File: config.mk
export PLATFORM = sky130hd
export DESIGN_NAME = dma_engine
export DESIGN_NICKNAME = d
export VERILOG_FILES = /design/src/rtl/nano6502_pkg.sv /design/src/rtl/dma_engine.sv
export SDC_FILE = /design/constraint.sdc
export NUM_CORES = 1
export LEC_CHECK = 0
export BUFFER_PORTS_ARGS = -buffer_cell sky130_fd_sc_hd__buf_2
export CELL_PAD_IN_SITES_DETAIL_PLACEMENT = 1
export CELL_PAD_IN_SITES_GLOBAL_PLACEMENT = 1
export CORE_MARGIN = 1.5
export CORE_UTILIZATION = 44
export DETAILED_ROUTE_END_ITERATION = 8
export GPL_ROUTABILITY_DRIVEN = 1
export PLACE_DENSITY_LB_ADDON = 0.3
export SYNTH_ARGS = -nofsm -noshare
export SYNTH_HDL_FRONTEND = slang
export SYNTH_SLANG_ARGS = --single-unit
File: constraint.sdc
create_clock -name clk_i -period 2.6 [get_ports clk_i]
set_input_delay 0.26 -clock clk_i [delete_from_list [all_inputs] [get_ports clk_i]]
set_output_delay 0.26 -clock clk_i [all_outputs]
set_load 0.1 [all_outputs]
File: src/rtl/nano6502_pkg.sv
// Shared nano6502 definitions: DMA register offsets, CTRL bit positions, DMA FSM encoding.
package nano6502_pkg;

  localparam logic [3:0] DMA_SRC_L = 4'h0;
  localparam logic [3:0] DMA_SRC_H = 4'h1;
  localparam logic [3:0] DMA_DST_L = 4'h2;
  localparam logic [3:0] DMA_DST_H = 4'h3;
  localparam logic [3:0] DMA_LEN_L = 4'h4;
  localparam logic [3:0] DMA_LEN_H = 4'h5;
  localparam logic [3:0] DMA_CTRL  = 4'h6;
  localparam logic [3:0] DMA_FILL  = 4'h7;

  // CTRL write-side bits
  localparam int unsigned CTRL_START    = 0;
  localparam int unsigned CTRL_FILL     = 1;
  localparam int unsigned CTRL_IRQ_EN   = 2;
  localparam int unsigned CTRL_ABORT    = 3;
  localparam int unsigned CTRL_CLR_DONE = 6;
  // CTRL read-side status bits
  localparam int unsigned CTRL_ABORTED  = 5;
  localparam int unsigned CTRL_DONE     = 6;
  localparam int unsigned CTRL_BUSY     = 7;

  typedef enum logic [2:0] {
    DMA_IDLE = 3'd0,
    DMA_REQ  = 3'd1,
    DMA_RD   = 3'd2,
    DMA_RDW  = 3'd3,
    DMA_WR   = 3'd4
  } dma_state_e;

endpackage

File: src/rtl/dma_engine.sv
// Byte-wide memory-to-memory DMA with fill mode, abort and level completion interrupt.
module dma_engine
  import nano6502_pkg::*;
(
  input  logic        clk_i,
  input  logic        rst_n_i,
  input  logic        R_W_n,
  input  logic [3:0]  reg_addr_i,
  input  logic [7:0]  data_i,
  input  logic        dma_cs,
  output logic [7:0]  data_o,
  output logic        bus_req_o,
  input  logic        bus_gnt_i,
  output logic [15:0] m_addr_o,
  input  logic [7:0]  m_data_i,
  output logic [7:0]  m_data_o,
  output logic        m_we_o,
  output logic        irq_o
);

  dma_state_e  state_q, state_d;
  logic [15:0] src_q, dst_q, len_q, len_dec;
  logic [7:0]  fill_q, buf_q, ctrl_rd;
  logic        fill_mode_q, irq_en_q, done_q, aborted_q, abort_pend_q, zlen_q;
  logic        reg_wr, ctrl_wr, busy, start_cmd, abort_now;
  logic        step, stop_ok, stop_abort;

  assign reg_wr    = dma_cs & ~R_W_n;
  assign ctrl_wr   = reg_wr && (reg_addr_i == DMA_CTRL);
  assign busy      = (state_q != DMA_IDLE);
  assign start_cmd = ctrl_wr && data_i[CTRL_START] && !busy;
  // An ABORT written this very cycle counts too, so REQ/RD stop without an extra beat
  assign abort_now = abort_pend_q | (ctrl_wr & data_i[CTRL_ABORT] & busy);
  assign len_dec   = len_q - 16'd1;

  // State register
  always_ff @(posedge clk_i or negedge rst_n_i) begin
    if (!rst_n_i) state_q <= DMA_IDLE;
    else          state_q <= state_d;
  end

  // Next-state logic and transfer bookkeeping strobes
  always_comb begin
    state_d    = state_q;
    step       = 1'b0;
    stop_ok    = 1'b0;
    stop_abort = 1'b0;
    unique case (state_q)
      DMA_IDLE: if (start_cmd && (len_q != '0)) state_d = DMA_REQ;
      DMA_REQ: begin
        if (abort_now) begin
          state_d    = DMA_IDLE;
          stop_abort = 1'b1;
        end else if (bus_gnt_i) begin
          state_d = fill_mode_q ? DMA_WR : DMA_RD;
        end
      end
      DMA_RD: begin
        if (abort_now) begin
          state_d    = DMA_IDLE;
          stop_abort = 1'b1;
        end else if (bus_gnt_i) begin
          state_d = DMA_RDW;
        end
      end
      DMA_RDW: state_d = DMA_WR;
      DMA_WR: begin
        if (bus_gnt_i) begin
          step = 1'b1;
          if (len_dec == '0) begin
            state_d = DMA_IDLE;
            stop_ok = 1'b1;
          end else if (abort_now) begin
            state_d    = DMA_IDLE;
            stop_abort = 1'b1;
          end else begin
            state_d = fill_mode_q ? DMA_WR : DMA_RD;
          end
        end
      end
      default: state_d = DMA_IDLE;
    endcase
  end

  // Master bus outputs decoded from the current state
  always_comb begin
    bus_req_o = busy;
    m_we_o    = 1'b0;
    m_addr_o  = '0;
    m_data_o  = '0;
    if (state_q == DMA_RD) begin
      m_addr_o = src_q;
    end else if (state_q == DMA_WR) begin
      m_addr_o = dst_q;
      m_data_o = fill_mode_q ? fill_q : buf_q;
      m_we_o   = bus_gnt_i;
    end
  end

  // Address/length/fill registers: CPU writes when idle, auto-advance after each WR
  always_ff @(posedge clk_i or negedge rst_n_i) begin
    if (!rst_n_i) begin
      src_q  <= '0;
      dst_q  <= '0;
      len_q  <= '0;
      fill_q <= '0;
    end else if (step) begin
      dst_q <= dst_q + 16'd1;
      if (!fill_mode_q) src_q <= src_q + 16'd1;
      len_q <= len_dec;
    end else if (reg_wr && !busy) begin
      case (reg_addr_i)
        DMA_SRC_L: src_q[7:0]  <= data_i;
        DMA_SRC_H: src_q[15:8] <= data_i;
        DMA_DST_L: dst_q[7:0]  <= data_i;
        DMA_DST_H: dst_q[15:8] <= data_i;
        DMA_LEN_L: len_q[7:0]  <= data_i;
        DMA_LEN_H: len_q[15:8] <= data_i;
        DMA_FILL:  fill_q      <= data_i;
        default: ;
      endcase
    end
  end

  // Read data byte captured on the cycle after the source address
  always_ff @(posedge clk_i or negedge rst_n_i) begin
    if (!rst_n_i)                 buf_q <= '0;
    else if (state_q == DMA_RDW)  buf_q <= m_data_i;
  end

  // Control/status flags; later assignments take priority (START over CLR_DONE, completion last)
  always_ff @(posedge clk_i or negedge rst_n_i) begin
    if (!rst_n_i) begin
      fill_mode_q  <= 1'b0;
      irq_en_q     <= 1'b0;
      done_q       <= 1'b0;
      aborted_q    <= 1'b0;
      abort_pend_q <= 1'b0;
      zlen_q       <= 1'b0;
    end else begin
      zlen_q <= start_cmd && (len_q == '0);
      if (ctrl_wr) begin
        irq_en_q <= data_i[CTRL_IRQ_EN];
        if (!busy)                     fill_mode_q  <= data_i[CTRL_FILL];
        if (data_i[CTRL_CLR_DONE])     done_q       <= 1'b0;
        if (data_i[CTRL_ABORT] && busy) abort_pend_q <= 1'b1;
      end
      if (start_cmd) begin
        done_q    <= 1'b0;
        aborted_q <= 1'b0;
      end
      if (zlen_q || stop_ok) done_q <= 1'b1;
      if (stop_abort) begin
        done_q    <= 1'b1;
        aborted_q <= 1'b1;
      end
      if (stop_ok || stop_abort) abort_pend_q <= 1'b0;
    end
  end

  // Register read mux
  always_comb begin
    ctrl_rd               = '0;
    ctrl_rd[CTRL_BUSY]    = busy;
    ctrl_rd[CTRL_DONE]    = done_q;
    ctrl_rd[CTRL_ABORTED] = aborted_q;
    ctrl_rd[CTRL_IRQ_EN]  = irq_en_q;
    ctrl_rd[CTRL_FILL]    = fill_mode_q;
    case (reg_addr_i)
      DMA_SRC_L: data_o = src_q[7:0];
      DMA_SRC_H: data_o = src_q[15:8];
      DMA_DST_L: data_o = dst_q[7:0];
      DMA_DST_H: data_o = dst_q[15:8];
      DMA_LEN_L: data_o = len_q[7:0];
      DMA_LEN_H: data_o = len_q[15:8];
      DMA_CTRL:  data_o = ctrl_rd;
      DMA_FILL:  data_o = fill_q;
      default:   data_o = '0;
    endcase
  end

  assign irq_o = done_q & irq_en_q;

endmodule

==> metrics.txt <==
status finished clean; final std cells w/o fill 811; R2R depth 7; Final min period 2.565 ns; largest area contributor in the netlist dfrtp_1; Port Buffers 59; H-tree levels 3; Leakage 2.596 nW; Fin. Hold Viols 0; DRC viols 0; TritonRoute pass-1 iters 5; Mapped Nets 642; WL final 19.75 mm; met2 GRT Util 0.5259; power consumption 0.008144 W; Fmax 389.8 MHz; met1 Usage GRT 0.4216; Setup TNS 0 ns; Core Region 11320 um^2; GR peak layer met2; Max VDD drop 1.001 mV; Synth Area in Simple Gates 0.2259; Num CTS Buffers 9; die area 12210 um^2; syn avg cell area 8.295 um^2; hold buffers post-CTS 0; ys async rst share 1.000; Layout Nets 692; crit path kind reg -> out; most frequent cells in the layout 73 x dfrtp_1, 59 x nor2_1, 56 x nand2_1, 56 x a21oi_1, 44 x buf_2; Unique masters post-synth 68; worst hold path class in -> async; Post-Layout Inst Area 6167 um^2; CTS clk-pin slew, worst paths 0.06 ns; max-slew violation count 0; Die Height 110.5 um; Worst slew margin 0.3450; Clk Tree Root Cell clkbuf_16; main combinational cell family by area after synthesis compound AO/OA/AOI/OAI gates; final setup violation count 0; Startpoint Class flop; share of cells above drive strength 1 0.2320; clock latency on the worst-skew pair 0.35 ns; Setup Fix Bufs, Post-CTS 0; number of synthesized flops with an enable pin 0; antenna violations before repair 0; dpl cell area 5846 um^2; vias per cell 6.710; RSZ-0062 raised after global routing false; vias in the first global route 5534; Netlist Area Pre-Place 5085 um^2; Arr. time, crit path 2.31 ns; crit path max fanout 12; largest net degree at the start of global routing 74; CTS tree done; post-cts sizing count 0; final core utilization 0.5448; Fillers 1387; Rows 39; post-synthesis mux area share 0.09498; Final period util 0.9867; share of the synthesized area in the top cell type 0.3593; top cells by area, synth dfrtp_1 36%, a21oi_1 5.6%, nor2_1 4.6%; Starting Density 0.4492; DRT iter0 DRCs 446; overall global routing resource usage 0.3305; Final ANT Viol Nets 0; diode count 0; xor/xnor cell area share of the yosys netlist 0.005167; gp weighted congestion 0.9073; met3 global-route usage 0.06367; clock tree buffer depth 2; Worst Path Required 2.34 ns; Yosys warning total 0; element type at the critical path end primary output; r2r setup slk 0.24 ns; number of max-cap violations 0; reg-to-reg startpoint len_q[1]; Synth Area in Adders 0.01181; Synth Instances 613; first-pass GRT wire length 31.27 mm; CTS sink cnt 73; Die W 110.5 um; Compound-Gate Fraction of Synth Area 0.2559; grt ovf 0; commonest non-fill, non-tap cell in the layout dfrtp_1; Worst R2R End len_q[14]; power per cell area 1321 nW/um^2; drt wl/cell 24.35 um; Placed Cells 795; Main synth FF type dfrtp_1; I/O pins 60; Seq/Total Area, Yosys 0.3593; transition time of the tightest slew-check pin 0.9824 ns; Yosys reg bits 73; DP HPWL 13.98 mm; Area Overhead vs Synth 21.28%; Worst Skew 0.005803 ns; via count 5442
[flip-flops by register name, indices dropped and copies added, names as in the netlist]
register / flops
dst_q: 16
buf_q: 8
zlen_q: 1
aborted_q: 1
state_q: 3
abort_pend_q: 1
fill_mode_q: 1
src_q: 16
done_q: 1
fill_q: 8
len_q: 16
irq_en_q: 1
[cell type report]
type / instances / area (um^2) / area share
well taps: 143 / 178.9 / 0.02901
clock buffers: 11 / 242.7 / 0.03936
flip-flops and latches: 73 / 1827 / 0.2962
multi-input cells: 480 / 3068 / 0.4975
repair buffers: 86 / 723.2 / 0.1173
inverters: 13 / 48.80 / 0.007912
clock inverters: 5 / 78.83 / 0.01278
[synthesized netlist by cell type, types with 4 or more instances]
| cell type | instances |
|---|---|
| nor2_1 | 62 |
| nor3b_1 | 6 |
| nor3_1 | 14 |
| o21ai_0 | 45 |
| a22oi_1 | 7 |
| nand3_1 | 23 |
| a311oi_1 | 9 |
| o31ai_1 | 4 |
| mux2_2 | 20 |
| ha_1 | 4 |
| a31oi_1 | 13 |
| nor4_1 | 7 |
| o211ai_1 | 5 |
| a21o_1 | 5 |
| a31o_2 | 6 |
| a21oi_1 | 57 |
| and3_1 | 12 |
| clkbuf_1 | 38 |
| a211oi_1 | 9 |
| mux2i_1 | 19 |
| o22ai_1 | 8 |
| inv_1 | 12 |
| a22o_1 | 16 |
| dfrtp_1 | 73 |
| nand2_1 | 56 |
| or2_2 | 5 |
| nor2b_1 | 6 |
| nand4_1 | 13 |
| buf_2 | 5 |
[routing by layer]
layer / part of all wire / vias up
li1: - / 2403
met1: 0.40 / 2728
met4: 0.050 / 0
met2: 0.48 / 241
met3: 0.072 / 70
met5: 0 / -
[cells by family (layout without fill, tap and decap cells)]
family	count (synthesis)	after routing
compound gates	203	203
xor+xnor	3	3
fa+ha+maj	5	5
buf+inv	60	115
flops	73	73
mux	42	42
simple gates	227	227
[critical path, stage by stage (launching register included)]
cell and delay (ns):
dfrtp_1 0.60, or3b_2 0.70, o21ai_2 0.20, buf_2 0.45
[power breakdown]
group / leakage [nW] / switching, W / internal [W]
sequential: 0.880 / 0.000911 / 0.00164
combinational: 1.56 / 0.00276 / 0.00147
clock: 0.159 / 0.000498 / 0.000864
total: 2.60 / 0.00417 / 0.00398
[how the worst max path moves through the flow]
stage,startpoint,endpoint,slack [ns],cells after the start
3_5_place_dp,len_q[10],state_q[1],0.26,5
5_1_grt,state_q[2],m_addr_o[12],0.001,3
2_1_floorplan,reg_addr_i[1],data_o[0],-0.30,5
4_1_cts,state_q[2],m_addr_o[12],0.04,3
3_3_place_gp,len_q[1],len_q[14],0.36,7
6_report,state_q[2],m_addr_o[12],0.03,3
[stage by stage]
| stage | hold slack (ns) | worst slack (ns) |
|---|---|---|
| after global placement | 0.4777 | 0.3633 |
| final | 0.05798 | 0.03471 |
| after floorplan | -0.03559 | -0.2981 |
| after detailed placement | 0.4805 | 0.2647 |
| after CTS | 0.1082 | 0.04006 |
| after global routing | 0.1367 | 0.001223 |
(Power assumes the default switching activity.)
